<file path="src/rtl/sync_gather.sv">
// Multi-channel frame aligner: gathers one sample per channel into a single
// ready/valid bundle, with overrun policy, optional partial-bundle timeout and backpressure.
module sync_gather #(
   parameter int NUM_CH    = 2,
   parameter int DATA_W    = 32,
   parameter int TIMEOUT   = 0,
   parameter int OVERWRITE = 1
) (
   input  logic                     clk_pixel_in,
   input  logic                     rst_n_in,
   input  logic [NUM_CH*DATA_W-1:0] ch_data_in,
   input  logic [NUM_CH-1:0]        ch_valid_in,
   input  logic                     out_ready_in,
   output logic [NUM_CH*DATA_W-1:0] bundle_out,
   output logic [NUM_CH-1:0]        bundle_mask_out,
   output logic                     bundle_valid_out,
   output logic                     timeout_out,
   output logic [15:0]              overrun_count_out
);

   localparam int TW = (TIMEOUT > 1) ? $clog2(TIMEOUT + 1) : 1;
   localparam bit HAS_TO = (TIMEOUT > 0);
   localparam logic [TW-1:0] T_LAST = TW'((TIMEOUT > 0) ? (TIMEOUT - 1) : 0);

   typedef enum logic [1:0] {
      ST_IDLE    = 2'd0,
      ST_COLLECT = 2'd1,
      ST_PENDING = 2'd2
   } state_t;

   state_t                    state_q, state_d;
   logic [NUM_CH-1:0]         got_q, got_d;
   logic [NUM_CH*DATA_W-1:0]  cap_q, cap_d;
   logic [TW-1:0]             timer_q, timer_d;
   logic                      pend_to_q, pend_to_d;
   logic [NUM_CH*DATA_W-1:0]  bundle_q, bundle_d;
   logic [NUM_CH-1:0]         mask_q, mask_d;
   logic                      valid_q, valid_d;
   logic                      to_q, to_d;
   logic [15:0]               ovr_q, ovr_d;

   logic                      slot_free_s;
   logic [NUM_CH-1:0]         got_next_s;
   logic [NUM_CH*DATA_W-1:0]  merged_s;
   logic [NUM_CH*DATA_W-1:0]  launch_data_s;
   logic                      launch_req_s;
   logic                      force_to_s;
   logic                      hit_s;
   logic [16:0]               ovr_sum_s;

   function automatic logic [15:0] count_ones(input logic [NUM_CH-1:0] v);
      logic [15:0] c;
      c = 16'd0;
      for (int i = 0; i < NUM_CH; i++) begin
         c = c + {15'd0, v[i]};
      end
      return c;
   endfunction

   assign slot_free_s = !valid_q || out_ready_in;
   assign got_next_s  = got_q | ch_valid_in;
   assign hit_s       = HAS_TO && (timer_q == T_LAST);

   // Sample merge: a repeat only replaces the stored sample when OVERWRITE is set
   always_comb begin
      merged_s      = cap_q;
      launch_data_s = '0;
      for (int i = 0; i < NUM_CH; i++) begin
         if (ch_valid_in[i] && (!got_q[i] || (OVERWRITE != 0))) begin
            merged_s[i*DATA_W +: DATA_W] = ch_data_in[i*DATA_W +: DATA_W];
         end else begin
            merged_s[i*DATA_W +: DATA_W] = cap_q[i*DATA_W +: DATA_W];
         end
         if (got_next_s[i]) begin
            launch_data_s[i*DATA_W +: DATA_W] = merged_s[i*DATA_W +: DATA_W];
         end else begin
            launch_data_s[i*DATA_W +: DATA_W] = '0;
         end
      end
   end

   // Next-state, capture and output-register logic
   always_comb begin
      state_d      = state_q;
      got_d        = got_next_s;
      cap_d        = merged_s;
      timer_d      = timer_q;
      pend_to_d    = pend_to_q;
      bundle_d     = bundle_q;
      mask_d       = mask_q;
      valid_d      = valid_q;
      to_d         = to_q;
      launch_req_s = 1'b0;
      force_to_s   = 1'b0;
      ovr_sum_s    = {1'b0, ovr_q} + {1'b0, count_ones(ch_valid_in & got_q)};
      ovr_d        = ovr_sum_s[16] ? 16'hFFFF : ovr_sum_s[15:0];

      case (state_q)
         ST_IDLE: begin
            if (&got_next_s) begin
               launch_req_s = 1'b1;
            end else if (|ch_valid_in) begin
               state_d = ST_COLLECT;
               timer_d = '0;
            end else begin
               state_d = ST_IDLE;
            end
         end
         ST_COLLECT: begin
            if (&got_next_s) begin
               launch_req_s = 1'b1;
            end else if (hit_s) begin
               launch_req_s = 1'b1;
               force_to_s   = 1'b1;
            end else if (HAS_TO && (timer_q != T_LAST)) begin
               timer_d = timer_q + TW'(1);
            end else begin
               timer_d = timer_q;
            end
         end
         ST_PENDING: begin
            launch_req_s = 1'b1;
            force_to_s   = pend_to_q;
         end
         default: begin
            state_d = ST_IDLE;
            got_d   = '0;
            cap_d   = '0;
         end
      endcase

      if (launch_req_s && slot_free_s) begin
         bundle_d  = launch_data_s;
         mask_d    = got_next_s;
         valid_d   = 1'b1;
         to_d      = force_to_s;
         got_d     = '0;
         cap_d     = '0;
         timer_d   = '0;
         pend_to_d = 1'b0;
         state_d   = ST_IDLE;
      end else begin
         if (valid_q && out_ready_in) begin
            valid_d = 1'b0;
            to_d    = 1'b0;
         end else begin
            valid_d = valid_q;
            to_d    = to_q;
         end
         if (launch_req_s) begin
            state_d   = ST_PENDING;
            pend_to_d = force_to_s;
         end else begin
            pend_to_d = pend_to_q;
         end
      end
   end

   // State and output registers
   always_ff @(posedge clk_pixel_in or negedge rst_n_in) begin
      if (!rst_n_in) begin
         state_q   <= ST_IDLE;
         got_q     <= '0;
         cap_q     <= '0;
         timer_q   <= '0;
         pend_to_q <= 1'b0;
         bundle_q  <= '0;
         mask_q    <= '0;
         valid_q   <= 1'b0;
         to_q      <= 1'b0;
         ovr_q     <= 16'd0;
      end else begin
         state_q   <= state_d;
         got_q     <= got_d;
         cap_q     <= cap_d;
         timer_q   <= timer_d;
         pend_to_q <= pend_to_d;
         bundle_q  <= bundle_d;
         mask_q    <= mask_d;
         valid_q   <= valid_d;
         to_q      <= to_d;
         ovr_q     <= ovr_d;
      end
   end

   assign bundle_out        = bundle_q;
   assign bundle_mask_out   = mask_q;
   assign bundle_valid_out  = valid_q;
   assign timeout_out       = to_q;
   assign overrun_count_out = ovr_q;

endmodule
</file>
<file path="config.mk">
export PLATFORM = sky130hd
export DESIGN_NAME = sync_gather
export DESIGN_NICKNAME = d
export VERILOG_FILES = /design/src/rtl/sync_gather.sv
export SDC_FILE = /design/constraint.sdc
export NUM_CORES = 1
export LEC_CHECK = 0
export BUFFER_PORTS_ARGS = -buffer_cell sky130_fd_sc_hd__clkbuf_2
export CORE_ASPECT_RATIO = 1.1
export CORE_MARGIN = 10
export CORE_UTILIZATION = 33
export DETAILED_ROUTE_END_ITERATION = 8
export PLACE_DENSITY = 0.52
export SLEW_MARGIN = 20
export SYNTH_ARGS = -nofsm -noshare
export SYNTH_HDL_FRONTEND = slang
export SYNTH_SLANG_ARGS = --single-unit
</file>
<file path="constraint.sdc">
create_clock -name clk_pixel_in -period 2.4 [get_ports clk_pixel_in]
set_input_delay 0 -clock clk_pixel_in [delete_from_list [all_inputs] [get_ports clk_pixel_in]]
set_output_delay 0 -clock clk_pixel_in [all_outputs]
set_load 0.1 [all_outputs]
</file>
==> metrics <==
CTS H-tree lvls 4; final setup vio count 0; die area 27600 um2; Synth top area share 0.544; Fillers 1985; Reg2Reg Setup Slack 160 ps; drt pass-1 iters 6; Arr. time, crit path 2540 ps; CTS Hold Bufs 66; Worst path max stage delay 460 ps; Area Growth Syn to Fin 32.7%; sequential element share of the synthesized area 0.544; WS Path Type flip-flop to flip-flop; endpoints failing hold 0; Worst Setup Start Kind flip-flop; Clk Tree Root Cell clkbuf_16; Netlist cell types 42; CP bufs+invs 0; outcome finished clean; final instance area 9340 um2; CTS Sinks 153; f_max 0.445 GHz; vias in the first global route 5581; flops & latches, synth 153; Yosys top cell by area dfrtp_1; Num CTS Buffers 17; Final Cycle Share 0.935; r2r startpoint got_q[0]; top post-synthesis cells by area dfrtp_1 54%, mux2i_1 9.1%, mux2_4 8.1%; # rows 55; Die X 159 um; GRT Util Overall 0.133; synthesized area 7040 um2; Worst Hold Class primary input to async pin; placed cells 964; CTS Buffer Depth 2; Initial Util 0.339; GRT overflow 0; Worst-Margin Slew 889 ps; Routed Antenna Nets 0; placed instance area 8100 um2; Port Buffers 152; Worst Setup EP overrun_count_out[10]; Post-CTS Repair Setup Buffers 0; Max Cap Violations 0; FF+latch area 3830 um2; setup TNS after final layout 0 ps; RD Place Congestion 0.780; Worst-Skew Late Latency 420 ps; Synth Area per Inst 12.7 um2; critical path depth 7; CTS tree yes; CP endpoint kind flip-flop; Worst path top cell family by delay adder cells; Final min period 2240 ps; share of post-route cells with drive strength above 1 0.349; r2r endpoint overrun_count_out[10]; Syn Nets 629; initial antenna violation count 2; Syn. warnings 0; Die Span Y 173 um; Synth top cells by count 153 x dfrtp_1, 77 x nor2_1, 64 x a22o_1, 64 x mux2i_1, 38 x mux2_4; Clock Skews 9.36 ps; hpwl dp 12.1 mm; vias per inst 4.75; crit-path max FO 5; Clock transition at path regs 60 ps; Non-Filler Instances 1063; global-route wire length before repair 30.1 mm; PostCTS Resize Cnt 0; async set or reset register ratio after synthesis 1.00; relative slew slack 0.408; DR iter-0 viols 198; largest net degree at the start of global routing 68; most numerous cell in the Yosys netlist dfrtp_1; DRC 0; multi-input combinational cell area 3000 um2; WL/cell 16.6 um; Total Nets Final 838; final wirelength 17.7 mm; core area 20800 um2; DR vias 5047; I/O Pins 153; Post-synth EDFFs 0; pins over their slew limit 0; ys flop type dfrtp_1; CP cell instances and2_1 > fa_1 > ha_1 > nand3_1 > nor2_1 > and3_1 > mux2_1; RSZ-0062 raised after global routing false; WP data required 2690 ps; crit path from got_q[0]; Reg2Reg Depth 7; slowest CP cell fa_1; synthesized instance count 555
[state kept, by name, indices dropped and copies added, names as in the netlist]
register	flops
bundle_out	64
cap_q	64
overrun_count_out	16
bundle_mask_out	2
got_q	2
state_q	2
bundle_valid_out	1
pend_to_q	1
timeout_out	1
[final cells by class]
class | count | share of cell area
antenna | 2 | 0.000536
clock buffer | 20 | 0.0478
clock inverter | 11 | 0.0133
inverter | 3 | 0.00121
multi-input combinational | 360 | 0.322
sequential | 153 | 0.410
tap | 285 | 0.0382
timing repair buffer | 229 | 0.167
[per-layer routing]
layer	track usage	vias to the layer above	routed length, um
met5	0	-	0
met4	0.0375	0	185
li1	-	2418	-
met1	0.164	2481	8020
met2	0.213	134	8320
met3	0.0482	14	1160
[cell families after synthesis]
family                   share of synthesized area
AO/OA/AOI/OAI                                0.111
buffers and inverters                       0.0308
multiplexers                                 0.227
flip-flops                                   0.544
adder cells (fa/ha/maj)                    0.00996
AND/OR/NAND/NOR                             0.0742
XOR/XNOR                                   0.00374
[how the worst min path moves through the flow]
stage                              end  cells past startpoint  slack, ps
global placement             cap_q[27]                      1        -30
floorplan           bundle_mask_out[0]                      0       -300
global route                state_q[1]                      3         90
detailed placement      bundle_out[27]                      1        -30
CTS                         state_q[1]                      3         60
finish                       cap_q[28]                      2         80
[worst register-to-register path: stages, from the launching register on]
cell and delay (ps):
dfrtp_1 440, and2_1 190, fa_1 460, ha_1 250, nand3_1 170, nor2_1 110, and3_1 200, mux2_1 310
[through the flow]
step | hold slack [ps] | util | worst slack, ps
after floorplan | -296 | - | 107
after global placement | -31.9 | 0.390 | 231
final | 82.5 | 0.449 | 155
after CTS | 61.0 | 0.449 | 141
after detailed placement | -29.4 | 0.390 | 160
after global routing | 86.3 | 0.449 | 48.2
[placed cells by master, fill, tap and decap left out, types with 2 or more instances in the layout]
| cell type | instances |
|---|---|
| buf_4 | 7 |
| mux2i_1 | 64 |
| buf_2 | 2 |
| mux2_2 | 30 |
| a31oi_1 | 5 |
| o21ai_0 | 10 |
| buf_12 | 4 |
| mux2_4 | 38 |
| clkinv_2 | 3 |
| a22o_1 | 64 |
| nand2_1 | 18 |
| nand3_1 | 5 |
| clkinv_4 | 2 |
| a41oi_1 | 2 |
| diode_2 | 2 |
| inv_1 | 2 |
| nor2b_1 | 2 |
| nor2_1 | 77 |
| xnor2_1 | 2 |
| nand4_1 | 3 |
| dfrtp_1 | 152 |
| clkinvlp_4 | 3 |
| mux2_1 | 2 |
| nor2b_2 | 2 |
| a21oi_1 | 5 |
| ha_1 | 4 |
| clkbuf_1 | 2 |
| dlygate4sd3_1 | 66 |
| and3_1 | 4 |
| nand2b_1 | 3 |
| bufinv_16 | 2 |
| clkbuf_2 | 149 |
| and2_1 | 2 |
| a21bo_2 | 2 |
| clkbuf_16 | 17 |
Power is left out: the tool's default activity adds up to more than one toggle a clock period on the data nets, which glitch-free logic cannot reach.
